`src/rtl/cmd_framer_pkg.sv`:
```
// Shared types and helpers for the command framer: TX state encoding and
// byte selection within a word honouring the configured wire byte order.
package cmd_framer_pkg;

    typedef enum logic [1:0] {
        IDLE = 2'd0,
        LOAD = 2'd1,
        WAIT = 2'd2,
        DONE = 2'd3
    } tx_state_t;

    // Widest word the helper handles (8 bytes).
    localparam int MAX_BYTES = 8;

    // Return the byte that travels at wire position idx of an nbytes-wide word.
    // With msb_first the first wire byte is the most significant one.
    function automatic logic [7:0] byte_sel(input logic [63:0] word,
                                            input int          idx,
                                            input logic        msb_first,
                                            input int          nbytes);
        int pos;
        if (msb_first) begin
            pos = nbytes - 32'sd1 - idx;
        end else begin
            pos = idx;
        end
        return 8'(word >> (pos * 32'sd8));
    endfunction

endpackage

```
`src/rtl/cmd_framer_tx.sv`:
```
// Response serialiser: latches the response word and hands it byte by byte
// to the UART transmitter, pacing on tx_done.
module cmd_framer_tx
    import cmd_framer_pkg::*;
#(
    parameter int RESP_BYTES = 1,
    parameter int MSB_FIRST  = 1
) (
    input  logic                    clk,
    input  logic                    rst_n,
    input  logic [8*RESP_BYTES-1:0] resp,
    input  logic                    snd_resp,
    input  logic                    tx_done,
    output logic [7:0]              tx_data,
    output logic                    trmt,
    output logic                    resp_snt
);

    localparam int IW = (RESP_BYTES > 1) ? $clog2(RESP_BYTES) : 1;

    tx_state_t               state_q, state_d;
    logic [IW-1:0]           idx_q, idx_d;
    logic [8*RESP_BYTES-1:0] resp_q, resp_d;
    logic                    wait2_q, wait2_d;
    logic [7:0]              tx_data_q, tx_data_d;
    logic                    trmt_q, trmt_d;
    logic                    resp_snt_q, resp_snt_d;

    // Next-state logic; trmt/resp_snt are computed for the state being entered
    // so the registered pulses line up with LOAD and DONE.
    always_comb begin
        state_d    = state_q;
        idx_d      = idx_q;
        resp_d     = resp_q;
        wait2_d    = wait2_q;
        tx_data_d  = tx_data_q;
        trmt_d     = 1'b0;
        resp_snt_d = 1'b0;
        case (state_q)
            IDLE: begin
                if (snd_resp) begin
                    resp_d    = resp;
                    idx_d     = '0;
                    state_d   = LOAD;
                    trmt_d    = 1'b1;
                    tx_data_d = byte_sel(64'(resp), 32'sd0, (MSB_FIRST != 0), RESP_BYTES);
                end else begin
                    state_d = IDLE;
                end
            end
            LOAD: begin
                state_d = WAIT;
                wait2_d = 1'b0;
            end
            WAIT: begin
                // The transmitter may still report the previous byte as done
                // in the clk right after trmt, so that clk is skipped.
                if (!wait2_q) begin
                    wait2_d = 1'b1;
                end else if (tx_done) begin
                    if (idx_q == IW'(RESP_BYTES - 1)) begin
                        state_d    = DONE;
                        resp_snt_d = 1'b1;
                    end else begin
                        idx_d     = idx_q + IW'(1);
                        state_d   = LOAD;
                        trmt_d    = 1'b1;
                        tx_data_d = byte_sel(64'(resp_q), int'(idx_q) + 32'sd1,
                                             (MSB_FIRST != 0), RESP_BYTES);
                    end
                end else begin
                    state_d = WAIT;
                end
            end
            DONE: begin
                state_d = IDLE;
            end
            default: begin
                state_d = IDLE;
            end
        endcase
    end

    // State and registered outputs with synchronous active-low reset.
    always_ff @(posedge clk) begin
        if (!rst_n) begin
            state_q    <= IDLE;
            idx_q      <= '0;
            resp_q     <= '0;
            wait2_q    <= 1'b0;
            tx_data_q  <= 8'h00;
            trmt_q     <= 1'b0;
            resp_snt_q <= 1'b0;
        end else begin
            state_q    <= state_d;
            idx_q      <= idx_d;
            resp_q     <= resp_d;
            wait2_q    <= wait2_d;
            tx_data_q  <= tx_data_d;
            trmt_q     <= trmt_d;
            resp_snt_q <= resp_snt_d;
        end
    end

    assign tx_data  = tx_data_q;
    assign trmt     = trmt_q;
    assign resp_snt = resp_snt_q;

endmodule

```
`src/rtl/cmd_framer.sv`:
```
// UART command framer: assembles CMD_BYTES received bytes into a command with
// double buffering, overrun and inter-byte timeout handling, and serialises
// responses through cmd_framer_tx.
module cmd_framer
    import cmd_framer_pkg::*;
#(
    parameter int CMD_BYTES   = 2,
    parameter int RESP_BYTES  = 1,
    parameter int TIMEOUT_CYC = 65535,
    parameter int MSB_FIRST   = 1
) (
    input  logic                    clk,
    input  logic                    rst_n,
    input  logic [7:0]              rx_data,
    input  logic                    rx_rdy,
    output logic                    clr_rx_rdy,
    output logic [8*CMD_BYTES-1:0]  cmd,
    output logic                    cmd_rdy,
    input  logic                    clr_cmd_rdy,
    output logic                    overrun,
    output logic                    timeout_err,
    input  logic [8*RESP_BYTES-1:0] resp,
    input  logic                    snd_resp,
    output logic [7:0]              tx_data,
    output logic                    trmt,
    input  logic                    tx_done,
    output logic                    resp_snt
);

    localparam int CMDW = 8 * CMD_BYTES;
    localparam int IW   = (CMD_BYTES > 1) ? $clog2(CMD_BYTES) : 1;
    localparam int CW   = (TIMEOUT_CYC > 0) ? $clog2(TIMEOUT_CYC + 1) : 1;

    // shadow_q holds bytes in arrival order: wire byte i at bits [8i+7:8i].
    logic [IW-1:0]   idx_q, idx_d;
    logic [CW-1:0]   cnt_q, cnt_d;
    logic [CMDW-1:0] shadow_q, shadow_d;
    logic [CMDW-1:0] cmd_q, cmd_d;
    logic            cmd_rdy_q, cmd_rdy_d;
    logic            overrun_q, overrun_d;
    logic            timeout_err_q, timeout_err_d;
    logic [CMDW-1:0] arrive_s;
    logic [CMDW-1:0] word_s;
    logic            last_s;

    assign clr_rx_rdy = rx_rdy;

    // Frame assembly: insert the incoming byte, reorder into the command word,
    // handle completion/overrun, consumer acknowledge and inter-byte timeout.
    always_comb begin
        arrive_s = shadow_q;
        for (int i = 0; i < CMD_BYTES; i++) begin
            if (idx_q == IW'(i)) begin
                arrive_s[8*i +: 8] = rx_data;
            end else begin
                arrive_s[8*i +: 8] = shadow_q[8*i +: 8];
            end
        end
        word_s = '0;
        for (int k = 0; k < CMD_BYTES; k++) begin
            word_s[8*k +: 8] = byte_sel(64'(arrive_s), k, (MSB_FIRST != 0), CMD_BYTES);
        end
        last_s = rx_rdy && (idx_q == IW'(CMD_BYTES - 1));

        idx_d         = idx_q;
        cnt_d         = cnt_q;
        shadow_d      = shadow_q;
        cmd_d         = cmd_q;
        cmd_rdy_d     = cmd_rdy_q;
        overrun_d     = overrun_q;
        timeout_err_d = 1'b0;

        if (rx_rdy) begin
            cnt_d = '0;
            if (last_s) begin
                idx_d    = '0;
                shadow_d = '0;
            end else begin
                idx_d    = idx_q + IW'(1);
                shadow_d = arrive_s;
            end
        end else if ((idx_q != '0) && (TIMEOUT_CYC != 0)) begin
            if (cnt_q == CW'(TIMEOUT_CYC - 1)) begin
                idx_d         = '0;
                shadow_d      = '0;
                cnt_d         = '0;
                timeout_err_d = 1'b1;
            end else if (cnt_q != CW'(TIMEOUT_CYC)) begin
                cnt_d = cnt_q + CW'(1);
            end else begin
                cnt_d = cnt_q;
            end
        end else begin
            cnt_d = '0;
        end

        // Completion beats a same-clk acknowledge; the consumer's ack also
        // clears the sticky overrun.
        if (last_s) begin
            if (!cmd_rdy_q || clr_cmd_rdy) begin
                cmd_d     = word_s;
                cmd_rdy_d = 1'b1;
                if (clr_cmd_rdy) begin
                    overrun_d = 1'b0;
                end else begin
                    overrun_d = overrun_q;
                end
            end else begin
                overrun_d = 1'b1;
            end
        end else if (clr_cmd_rdy) begin
            cmd_rdy_d = 1'b0;
            overrun_d = 1'b0;
        end else begin
            cmd_rdy_d = cmd_rdy_q;
        end
    end

    // RX state registers with synchronous active-low reset.
    always_ff @(posedge clk) begin
        if (!rst_n) begin
            idx_q         <= '0;
            cnt_q         <= '0;
            shadow_q      <= '0;
            cmd_q         <= '0;
            cmd_rdy_q     <= 1'b0;
            overrun_q     <= 1'b0;
            timeout_err_q <= 1'b0;
        end else begin
            idx_q         <= idx_d;
            cnt_q         <= cnt_d;
            shadow_q      <= shadow_d;
            cmd_q         <= cmd_d;
            cmd_rdy_q     <= cmd_rdy_d;
            overrun_q     <= overrun_d;
            timeout_err_q <= timeout_err_d;
        end
    end

    assign cmd         = cmd_q;
    assign cmd_rdy     = cmd_rdy_q;
    assign overrun     = overrun_q;
    assign timeout_err = timeout_err_q;

    cmd_framer_tx #(
        .RESP_BYTES (RESP_BYTES),
        .MSB_FIRST  (MSB_FIRST)
    ) u_tx (
        .clk      (clk),
        .rst_n    (rst_n),
        .resp     (resp),
        .snd_resp (snd_resp),
        .tx_done  (tx_done),
        .tx_data  (tx_data),
        .trmt     (trmt),
        .resp_snt (resp_snt)
    );

endmodule

```
`config.mk`:
```
export PLATFORM = sky130hd
export DESIGN_NAME = cmd_framer
export DESIGN_NICKNAME = d
export VERILOG_FILES = /design/src/rtl/cmd_framer_pkg.sv /design/src/rtl/cmd_framer_tx.sv /design/src/rtl/cmd_framer.sv
export SDC_FILE = /design/constraint.sdc
export NUM_CORES = 1
export LEC_CHECK = 0
export CAP_MARGIN = 20
export CORE_AREA = 10 10 74 76
export CTS_BUF_LIST = sky130_fd_sc_hd__clkbuf_2 sky130_fd_sc_hd__clkbuf_4 sky130_fd_sc_hd__clkbuf_8
export CTS_CLUSTER_SIZE = 30
export DETAILED_ROUTE_END_ITERATION = 8
export DIE_AREA = 0 0 84 86
export DONT_BUFFER_PORTS = 1
export GPL_ROUTABILITY_DRIVEN = 0
export PLACE_DENSITY = 0.77
export SLEW_MARGIN = 25
export SYNTH_ARGS = -nofsm -noshare
export SYNTH_HDL_FRONTEND = slang
export SYNTH_SLANG_ARGS = --single-unit
```
`constraint.sdc`:
```
create_clock -name clk -period 2.62 [get_ports clk]
set_clock_uncertainty 0.05 [all_clocks]
set_input_delay 0.786 -clock clk [delete_from_list [all_inputs] [get_ports clk]]
set_output_delay 0.786 -clock clk [all_outputs]
set_load 0.02 [all_outputs]
```
==> impl_metrics.env <==
export IMPL_run_status="complete, no violations"
export IMPL_dp_hpwl_um=3630
export IMPL_intPower_mw=1.54
export IMPL_fillCellCount=335
export IMPL_ys_types=43
export IMPL_crit_path_end="cnt_q[11]"
export IMPL_clock_power_share=0.365
export IMPL_r2r_end="cnt_q[11]"
export IMPL_hold_slack_ns=0.423
export IMPL_avgSynthCellArea_um2=9.50
export IMPL_drtIter0Drc=102
export IMPL_reg2regPathDepth=5
export IMPL_synthMostInstantiatedCell="dfxtp_1"
export IMPL_post_route_period_util=0.790
export IMPL_fin_ws_ns=0.551
export IMPL_die_x_um=84
export IMPL_setup_viol=0
export IMPL_syn_to_final_growth_pct=8.34
export IMPL_grt_overflow_total=0
export IMPL_port_buffers=0
export IMPL_syn_inst=259
export IMPL_powerDensity_nw_per_um2=791
export IMPL_arrival_ns=2.20
export IMPL_hold_viol_final=0
export IMPL_rows=23
export IMPL_synth_common_cells="dfxtp_1, nand2_1, a21boi_0"
export IMPL_r2r_slack_ns=0.55
export IMPL_clock_sinks=57
export IMPL_cts_resized=0
export IMPL_yosysSeqAreaShare=0.464
export IMPL_power_frac_seq=0.499
export IMPL_post_cts_buffers=0
export IMPL_grt_max_degree=36
export IMPL_hold_class="reg2reg"
export IMPL_slew_headroom=0.490
export IMPL_synthesis_nets=286
export IMPL_drcViolationCount=0
export IMPL_numCtsBuffers=9
export IMPL_ios=52
export IMPL_clock_path_buffers=2
export IMPL_end_kind="register"
export IMPL_crit_start="cnt_q[1]"
export IMPL_first_pass_iters=4
export IMPL_synth_top_area_cell="dfxtp_1"
export IMPL_ys_flop_type="dfxtp_1"
export IMPL_startpoint_type="register"
export IMPL_dieArea_um2=7220
export IMPL_maxCapViolCount=0
export IMPL_grt_pass1_vias=1823
export IMPL_dpl_worst_slack_ns=0.593
export IMPL_synth_edf_count=0
export IMPL_r2r_start="cnt_q[1]"
export IMPL_wl_um=5110
export IMPL_grt_usage=0.149
export IMPL_worst_pin_slew_ns=0.758
export IMPL_syn_area_um2=2460
export IMPL_netSwitchingFraction=0.272
export IMPL_ctsHtreeMaxLevel=3
export IMPL_cp_max_fo=8
export IMPL_slowest_stage="nor4_1"
export IMPL_drive_gt1_frac=0.141
export IMPL_grt_pass1_wl_um=8790
export IMPL_maxSlewViolCount=0
export IMPL_rsz0062_at_grt="no"
export IMPL_via_per_inst=5.79
export IMPL_clock_root_buffer="clkbuf_8"
export IMPL_tns_ns=0
export IMPL_ys_warn_count=0
export IMPL_wl_per_cell_um=16.3
export IMPL_start_util=0.620
export IMPL_synth_seq_cells=57
export IMPL_vdd_drop_max_v=0.000548
export IMPL_netlist_area_leader_share=0.464
export IMPL_async_flop_share=0
export IMPL_nNetsFinal=285
export IMPL_coreArea_um2=3970
export IMPL_max_clock_freq_mhz=483
export IMPL_num_vias=1812
export IMPL_postCtsHoldBufs=0
export IMPL_die_y_um=86
export IMPL_diodes=0
export IMPL_clkLatencyLatePin_ns=0.33
export IMPL_path_clk_slew_ns=0.06
export IMPL_cts_tree="built"
export IMPL_required_ns=2.75
export IMPL_power_leakage_nw=0.969
export IMPL_antenna_found_initial=0
export IMPL_synth_area_leaders="dfxtp_1, a21boi_0, nand2_1, a22o_1, or3b_2"
export IMPL_cp_cell_sequence="ha_1, nand3_1, nor4_1, or4_1, a21oi_1"
export IMPL_max_stage_delay_ns=0.67
export IMPL_crit_type="reg2reg"
export IMPL_layout_min_cycle_time_ns=2.07
export IMPL_final_antenna_net_count=0
export IMPL_p_comb_frac=0.136
export IMPL_power_switching_uw=575
==> power groups by stage <==
stage / Combinational [mW] / Clock (mW) / Sequential, mW
4_1_cts: 0.290 / 0.790 / 1.06
6_report: 0.287 / 0.769 / 1.05
2_1_floorplan: 0.244 / 0 / 1.06
3_3_place_gp: 0.283 / 0 / 1.07
5_1_grt: 0.341 / 0.827 / 1.06
3_5_place_dp: 0.290 / 0 / 1.07
==> placed cells by master (no fill, tap or decap), types with 2 or more instances in the layout <==
cell / instances
nand4_2: 2
ha_1: 5
inv_1: 6
or4_1: 6
mux2i_1: 2
a22o_1: 8
nand4_4: 2
a21oi_1: 9
nand3_1: 6
clkinv_2: 2
nor3b_1: 3
and2_1: 2
o21ai_0: 4
nor2_1: 9
o31ai_1: 6
nor4_4: 2
nand2_1: 46
buf_4: 2
a31oi_1: 3
clkbuf_8: 13
or3b_2: 8
nand4_1: 2
a21boi_0: 25
nand2b_1: 3
nor3_1: 3
nor4_1: 2
and4_1: 3
nor2b_1: 4
a211oi_2: 4
and3_1: 3
dfxtp_1: 57
==> cells by family after synthesis <==
family,synth area share
adder cells (fa/ha/maj),0.0254
AND/OR/NAND/NOR,0.272
flip-flops,0.464
XOR/XNOR,0.00356
buffers and inverters,0.0371
AO/OA/AOI/OAI,0.190
multiplexers,0.00813
==> sequential cells by signal (all words and copies together), names as in the netlist <==
signal	flops
u_tx.tx_data	8
overrun	1
cmd_rdy	1
u_tx.resp_snt	1
cmd	16
u_tx.state_q	2
timeout_err	1
shadow_q	8
u_tx.trmt	1
u_tx.wait2_q	1
idx_q	1
cnt_q	16
==> worst min-delay path by stage <==
stage	slack (ns)	to	cells past startpoint	start
after floorplan	0.39	cmd[10]	2	shadow_q[2]
after global placement	0.40	cmd[12]	2	shadow_q[4]
after detailed placement	0.41	shadow_q[5]	1	shadow_q[5]
after CTS	0.43	cmd[9]	2	shadow_q[1]
after global routing	0.44	shadow_q[5]	1	shadow_q[5]
final	0.42	cmd[11]	2	shadow_q[3]
==> area by class of cell <==
| cell class | instances | area [um2] | share of cell area |
|---|---|---|---|
| Multi-Input combinational cell | 182 | 1230 | 0.461 |
| Tap cell | 50 | 62.6 | 0.0235 |
| Sequential cell | 57 | 1140 | 0.428 |
| Timing Repair Buffer | 2 | 15.0 | 0.00563 |
| Clock buffer | 14 | 186 | 0.0699 |
| Clock inverter | 2 | 10.0 | 0.00375 |
| Inverter | 6 | 22.5 | 0.00845 |
==> critical path: cells and delay by family, from the launching register on <==
kind / cells / cell delay, ns
AO/OA/AOI/OAI: 1 / 0.06
adder cells (fa/ha/maj): 1 / 0.24
flip-flops: 1 / 0.40
AND/OR/NAND/NOR: 3 / 1.18
==> routing by layer <==
metal  global-route usage  vias up  wire length (um)
met5                    0        -                 0
met3               0.0833       12               452
li1                     -      924                 -
met4               0.0974        0               143
met1                0.151      826              2070
met2                0.233       50              2450
==> per-stage QoR <==
step                cell area, um2   util  cells  power [mW]
global route                  2670  0.671    313        2.23
detailed placement            2470  0.622    297        1.36
global placement              2470  0.622    297        1.36
finish                        2670  0.671    313        2.11
floorplan                     2460      -    259        1.30
CTS                           2670  0.671    313        2.14
Power figures use the tool's default switching activity.
